--- config.mk ---
export PLATFORM = sky130hd
export DESIGN_NAME = mem_port_arbiter
export DESIGN_NICKNAME = d
export VERILOG_FILES = /design/src/rtl/mem_port_arbiter.sv
export SDC_FILE = /design/constraint.sdc
export NUM_CORES = 1
export LEC_CHECK = 0
export CELL_PAD_IN_SITES_DETAIL_PLACEMENT = 1
export CELL_PAD_IN_SITES_GLOBAL_PLACEMENT = 1
export CORE_MARGIN = 8
export CORE_UTILIZATION = 12
export DETAILED_ROUTE_END_ITERATION = 10
export GPL_TIMING_DRIVEN = 0
export MAX_ROUTING_LAYER = met4
export PLACE_DENSITY = 0.81
export SKIP_CTS_REPAIR_TIMING = 1
export SYNTH_ARGS = -nofsm -noshare
export SYNTH_HDL_FRONTEND = slang
export SYNTH_SLANG_ARGS = --single-unit
--- constraint.sdc ---
create_clock -name clk_i -period 1.8 [get_ports clk_i]
set_input_delay 0.27 -clock clk_i [delete_from_list [all_inputs] [get_ports clk_i]]
set_output_delay 0.27 -clock clk_i [all_outputs]
set_load 0.005 [all_outputs]
--- src/rtl/mem_port_arbiter.sv ---
// Arbitrates one single-ported memory between fetch and load/store requesters.
// Optional ARB_ROUND_ROBIN_EN: alternate winners on collision instead of data priority.
module mem_port_arbiter #(
    parameter int BITNESS  = 32,
    parameter int TIMEOUT  = 15,
    parameter int BE_WIDTH = BITNESS / 8
) (
    input  logic                clk_i,
    input  logic                rst_i,
    input  logic                if_req_i,
    input  logic [BITNESS-1:0]  if_addr_i,
    output logic                if_gnt_o,
    output logic                if_rvalid_o,
    output logic [BITNESS-1:0]  if_rdata_o,
    input  logic                d_req_i,
    input  logic                d_we_i,
    input  logic [BITNESS-1:0]  d_addr_i,
    input  logic [BITNESS-1:0]  d_wdata_i,
    input  logic [BE_WIDTH-1:0] d_be_i,
    output logic                d_gnt_o,
    output logic                d_rvalid_o,
    output logic [BITNESS-1:0]  d_rdata_o,
    output logic                mem_req_o,
    output logic                mem_we_o,
    output logic [BITNESS-1:0]  mem_addr_o,
    output logic [BITNESS-1:0]  mem_wdata_o,
    output logic [BE_WIDTH-1:0] mem_be_o,
    input  logic                mem_rvalid_i,
    input  logic [BITNESS-1:0]  mem_rdata_i,
    output logic                stall_o,
    output logic                err_o
);

    typedef enum logic {IDLE, WAIT} state_t;

    localparam logic       OWN_FETCH   = 1'b0;
    localparam logic       OWN_DATA    = 1'b1;
    localparam logic [7:0] TIMEOUT_CNT = 8'(TIMEOUT);

    state_t     state_q, state_d;
    logic       owner_q;
    logic [7:0] cnt_q;
    logic       winner;
    logic       grant;
    logic       resp;
    logic       abort;

`ifdef ARB_ROUND_ROBIN_EN
    logic last_winner_q;

    always_comb begin
        winner = (if_req_i & d_req_i) ? ~last_winner_q : d_req_i;
    end

    always_ff @(posedge clk_i or posedge rst_i) begin
        if (rst_i) begin
            last_winner_q <= OWN_FETCH;
        end else if (grant) begin
            last_winner_q <= winner;
        end
    end
`else
    always_comb begin
        winner = d_req_i;
    end
`endif

    // NOTE: every output and next-state value gets a default before any branch, so no latches are inferred.
    always_comb begin
        state_d     = state_q;
        if_gnt_o    = 1'b0;
        d_gnt_o     = 1'b0;
        if_rvalid_o = 1'b0;
        d_rvalid_o  = 1'b0;
        if_rdata_o  = '0;
        d_rdata_o   = '0;
        mem_req_o   = 1'b0;
        mem_we_o    = 1'b0;
        mem_addr_o  = '0;
        mem_wdata_o = '0;
        mem_be_o    = '0;
        err_o       = 1'b0;

        // Reset holds state at IDLE; masking with rst_i keeps grants quiet while it is held.
        grant = ~rst_i & (state_q == IDLE) & (if_req_i | d_req_i);
        resp  = (state_q == WAIT) & mem_rvalid_i;
        abort = (state_q == WAIT) & ~mem_rvalid_i & (cnt_q == TIMEOUT_CNT);

        if (grant) begin
            state_d   = WAIT;
            mem_req_o = 1'b1;
            if (winner == OWN_DATA) begin
                d_gnt_o     = 1'b1;
                mem_we_o    = d_we_i;
                mem_addr_o  = d_addr_i;
                mem_wdata_o = d_wdata_i;
                mem_be_o    = d_be_i;
            end else begin
                if_gnt_o   = 1'b1;
                mem_addr_o = if_addr_i;
            end
        end

        if (resp || abort) begin
            state_d = IDLE;
            err_o   = abort;
            if (owner_q == OWN_DATA) begin
                d_rvalid_o = 1'b1;
                d_rdata_o  = resp ? mem_rdata_i : '0;
            end else begin
                if_rvalid_o = 1'b1;
                if_rdata_o  = resp ? mem_rdata_i : '0;
            end
        end

        stall_o = ~rst_i & ((if_req_i & ~if_gnt_o) | (d_req_i & ~d_gnt_o) |
                            ((state_q == WAIT) & ~mem_rvalid_i));
    end

    // NOTE: sequential state uses non-blocking assignments so all registers update from pre-edge values.
    always_ff @(posedge clk_i or posedge rst_i) begin
        if (rst_i) begin
            state_q <= IDLE;
            owner_q <= OWN_FETCH;
            cnt_q   <= '0;
        end else begin
            state_q <= state_d;
            if (grant) begin
                owner_q <= winner;
                cnt_q   <= '0;
            end else if (state_q == WAIT) begin
                cnt_q <= cnt_q + 8'd1;
            end
        end
    end

endmodule

==> flow_summary.yaml <==
run_status:
  run_status: "finished with violations"
  violations: "negative setup slack"
layout:
  antenna-diode-count: 0
  fillers: 1538
  seq_area_um2: 253
  multi_input_comb_area_mm2: 0.00129
  final-instance-count-excl-fill: 707
  post_route_cells_drive_above_1_share_pct: 27.3
  fin_util_pct: 38.7
  layout.nets: 672
  growth_of_design_area_from_synthesis_to_finish_pct: 218
placement:
  numPlacedInstances: 668
  place.port_buffers: 277
  gp_weighted_congestion: 0.946
  final_hpwl_from_detailed_placement_um: 11600
logic_synthesis:
  async_sr_flop_fraction_pct: 100
  total_standard_cell_area_after_synthesis_mm2: 0.00160
  synth.most_common_cell: "sky130_fd_sc_hd__and2_1"
  synthesis.nets: 354
  yosys_warnings: 0
  postSynth.topFlopCell: "sky130_fd_sc_hd__dfrtp_1"
  synthesis.area_per_instance_um2: 7.45
  synth.top_cells.by_count: "sky130_fd_sc_hd__and2_1 (65), sky130_fd_sc_hd__and3_1 (37), sky130_fd_sc_hd__a22o_1 (31), sky130_fd_sc_hd__clkbuf_1 (14), sky130_fd_sc_hd__dfrtp_1 (10)"
  synth_sequential_area_ratio_pct: 15.6
  synth-seq-cells: 10
  synth_area_leaders: "sky130_fd_sc_hd__and2_1 (25%), sky130_fd_sc_hd__a22o_1 (17%), sky130_fd_sc_hd__dfrtp_1 (16%)"
  unique_cell_type_count_in_the_yosys_netlist: 27
  post_synth_edffs: 0
  post-synth-top-area-cell: "sky130_fd_sc_hd__and2_1"
  synthesis.instances: 215
  synth_top_area_share_pct: 25.4
timing:
  report.final.slew_viol_count: 0
  timing.final.hold_violations: 0
  finalSetupViolCount: 48
  worst_tran_pin_value_ns: 0.404
  max_clock_freq_mhz: 461
  final.setup.worst_slack_ns: -0.369
  worst_slew_margin_relative_to_its_limit_pct: 73.0
  rsz0062_at_grt: "yes"
  finClkSkew_ns: 0.00108
  min_period_over_period_pct: 120
  final_critical_period_ns: 2.17
setup_path:
  worst-setup-path-type: "register to primary output"
  maximum_fanout_count_along_the_critical_path: 5
  timing.critical_path.to_type: "primary output"
  r2r-start: "cnt_q[5]$_DFFE_PP0P_"
  cp-start-kind: "register"
  worst_ep_arrival_time_ns: 1.90
  required_time_at_the_worst_slack_endpoint_ns: 1.53
  crit_path_start: "state_q$_DFFE_PP0P_"
power:
  design_power_total_w: 0.00188
  cellPowerDensity_mw_per_mm2: 370
  ir_worst_vdd_mv: 0.240
  p_leak_nw: 3.63
clock_network:
  worst_skew_pair.late_latency_ns: 0.23
  cts.reportedPaths.clkPinSlew_ns: 0.04
  cts-root-to-sink-buffers: 2
  cts_num_sinks: 10
  clock_tree.htree_level_count: 1
  clock_buffers_created_by_tritoncts: 3
  cts_tree: "done"
  clock_tree.root_cell: "sky130_fd_sc_hd__clkbuf_16"
die:
  die_x_um: 132
  die_area_mm2: 0.0173
  die_y_um: 132
  floorplan.initialDensity_pct: 12.2
  ios: 278
  rows: 42
  core-area_mm2: 0.0131
route:
  drtAntennaViolNets: 0
  drc: 0
  dr_total_vias: 2920
  drt_iter0_drc: 57
  drt-wirelength-per-cell_um: 20.0
  total_wirelength_of_the_detailed_routed_design_um: 14200
  avgViaCountPerCell: 4.13
  dr.pass1.iters: 3
min_path:
  holdCritPathClass: "input port to async pin"
global_routing:
  via_count_of_the_first_global_routing_pass: 3120
  grt_first_pass_wirelength_um: 19500
  initial_antenna_violation_count: 0
  grt_overflow: 0
  groute.usage.overall_pct: 14.5
  grt_start_max_net_pins: 11
job:
  max-cap-violations: 0
## worst paths after layout
kind,end,slack [ns],cells past startpoint
min,cnt_q[1]$_DFFE_PP0P_,0.13,2
min reg2reg,cnt_q[0]$_DFFE_PP0P_,0.55,1
max in group asynchronous,owner_q$_DFFE_PP0P_,1.36,2
min in group clk_i,cnt_q[0]$_DFFE_PP0P_,0.55,1
max reg2reg,state_q$_DFFE_PP0P_,0.41,3
max,mem_addr_o[27],-0.37,8
## stage by stage
| stage | setup TNS (ns) | instance area [um2] | worst slack (ns) | hold slack, ns |
|---|---|---|---|---|
| 5_1_grt | -12.71 | 5090 | -0.406 | 0.184 |
| 3_5_place_dp | -101.15 | 4590 | -0.842 | 0.553 |
| 2_1_floorplan | 0 | 1600 | 0.263 | 0.110 |
| 3_3_place_gp | -96.47 | 4590 | -0.829 | 0.516 |
| 6_report | -9.00 | 5090 | -0.369 | 0.133 |
| 4_1_cts | -100.92 | 4670 | -0.846 | 0.429 |
## cell usage in the layout, fill, tap and decap left out, drive strengths merged
master,n
buf,89
nor3b,1
a21oi,5
or3,3
xor2,3
nand2b,2
dfrtp,10
a21o,3
dlymetal6s2s,78
nand2,4
nor3,2
a22o,32
nand4,4
mux2i,1
or4,1
nor2,9
and2,65
o21ai,7
and3,37
or2,1
clkbuf,36
inv,3
ha,1
clkdlybuf4s50,134
## worst max-delay path: stages (launching register included)
cell	delay [ns]
sky130_fd_sc_hd__dfrtp_2	0.44
sky130_fd_sc_hd__or2_4	0.26
sky130_fd_sc_hd__nor3b_4	0.18
sky130_fd_sc_hd__buf_6	0.15
sky130_fd_sc_hd__buf_6	0.11
sky130_fd_sc_hd__buf_6	0.10
sky130_fd_sc_hd__buf_8	0.11
sky130_fd_sc_hd__a22o_1	0.18
sky130_fd_sc_hd__buf_2	0.14
## final cells by class
cell class                 instances  share of cell area, %
tap                              176                   4.33
inverter                           3                  0.221
buffer                            22                   4.48
clock buffer                       3                   1.48
multi-input combinational        181                   25.4
timing repair buffer             312                   59.1
sequential                        10                   4.97
## kinds of logic after synthesis
| logic type | Yosys count | share of synthesized area [%] |
|---|---|---|
| buffers and inverters | 25 | 7.81 |
| multiplexers | 1 | 0.625 |
| flip-flops | 10 | 15.6 |
| XOR/XNOR | 3 | 1.64 |
| adder cells (fa/ha/maj) | 1 | 0.781 |
| AO/OA/AOI/OAI | 47 | 23.2 |
| AND/OR/NAND/NOR | 128 | 50.3 |
## per-layer routing
layer | vias to the layer above | track usage [%] | wire, um | share of wire [%]
met5 | - | - | 0 | 0
met4 | 0 | 1.40 | 57 | 0.40
met3 | 7 | 3.43 | 752 | 5.3
met2 | 136 | 28.1 | 7890 | 56
met1 | 1382 | 14.9 | 5450 | 38
li1 | 1395 | - | - | -
## power breakdown
part	total (W)	switching, W	internal [W]
Combinational	0.00116	0.000432	0.000730
Sequential	0.000336	0.0000640	0.000272
Clock	0.000382	0.0000948	0.000287
Total	0.00188	0.000591	0.00129
## registers in the layout, summed over array words and instances (netlist names)
signal and count:
cnt_q 8, state_q 1, owner_q 1
(Power assumes the default switching activity.)
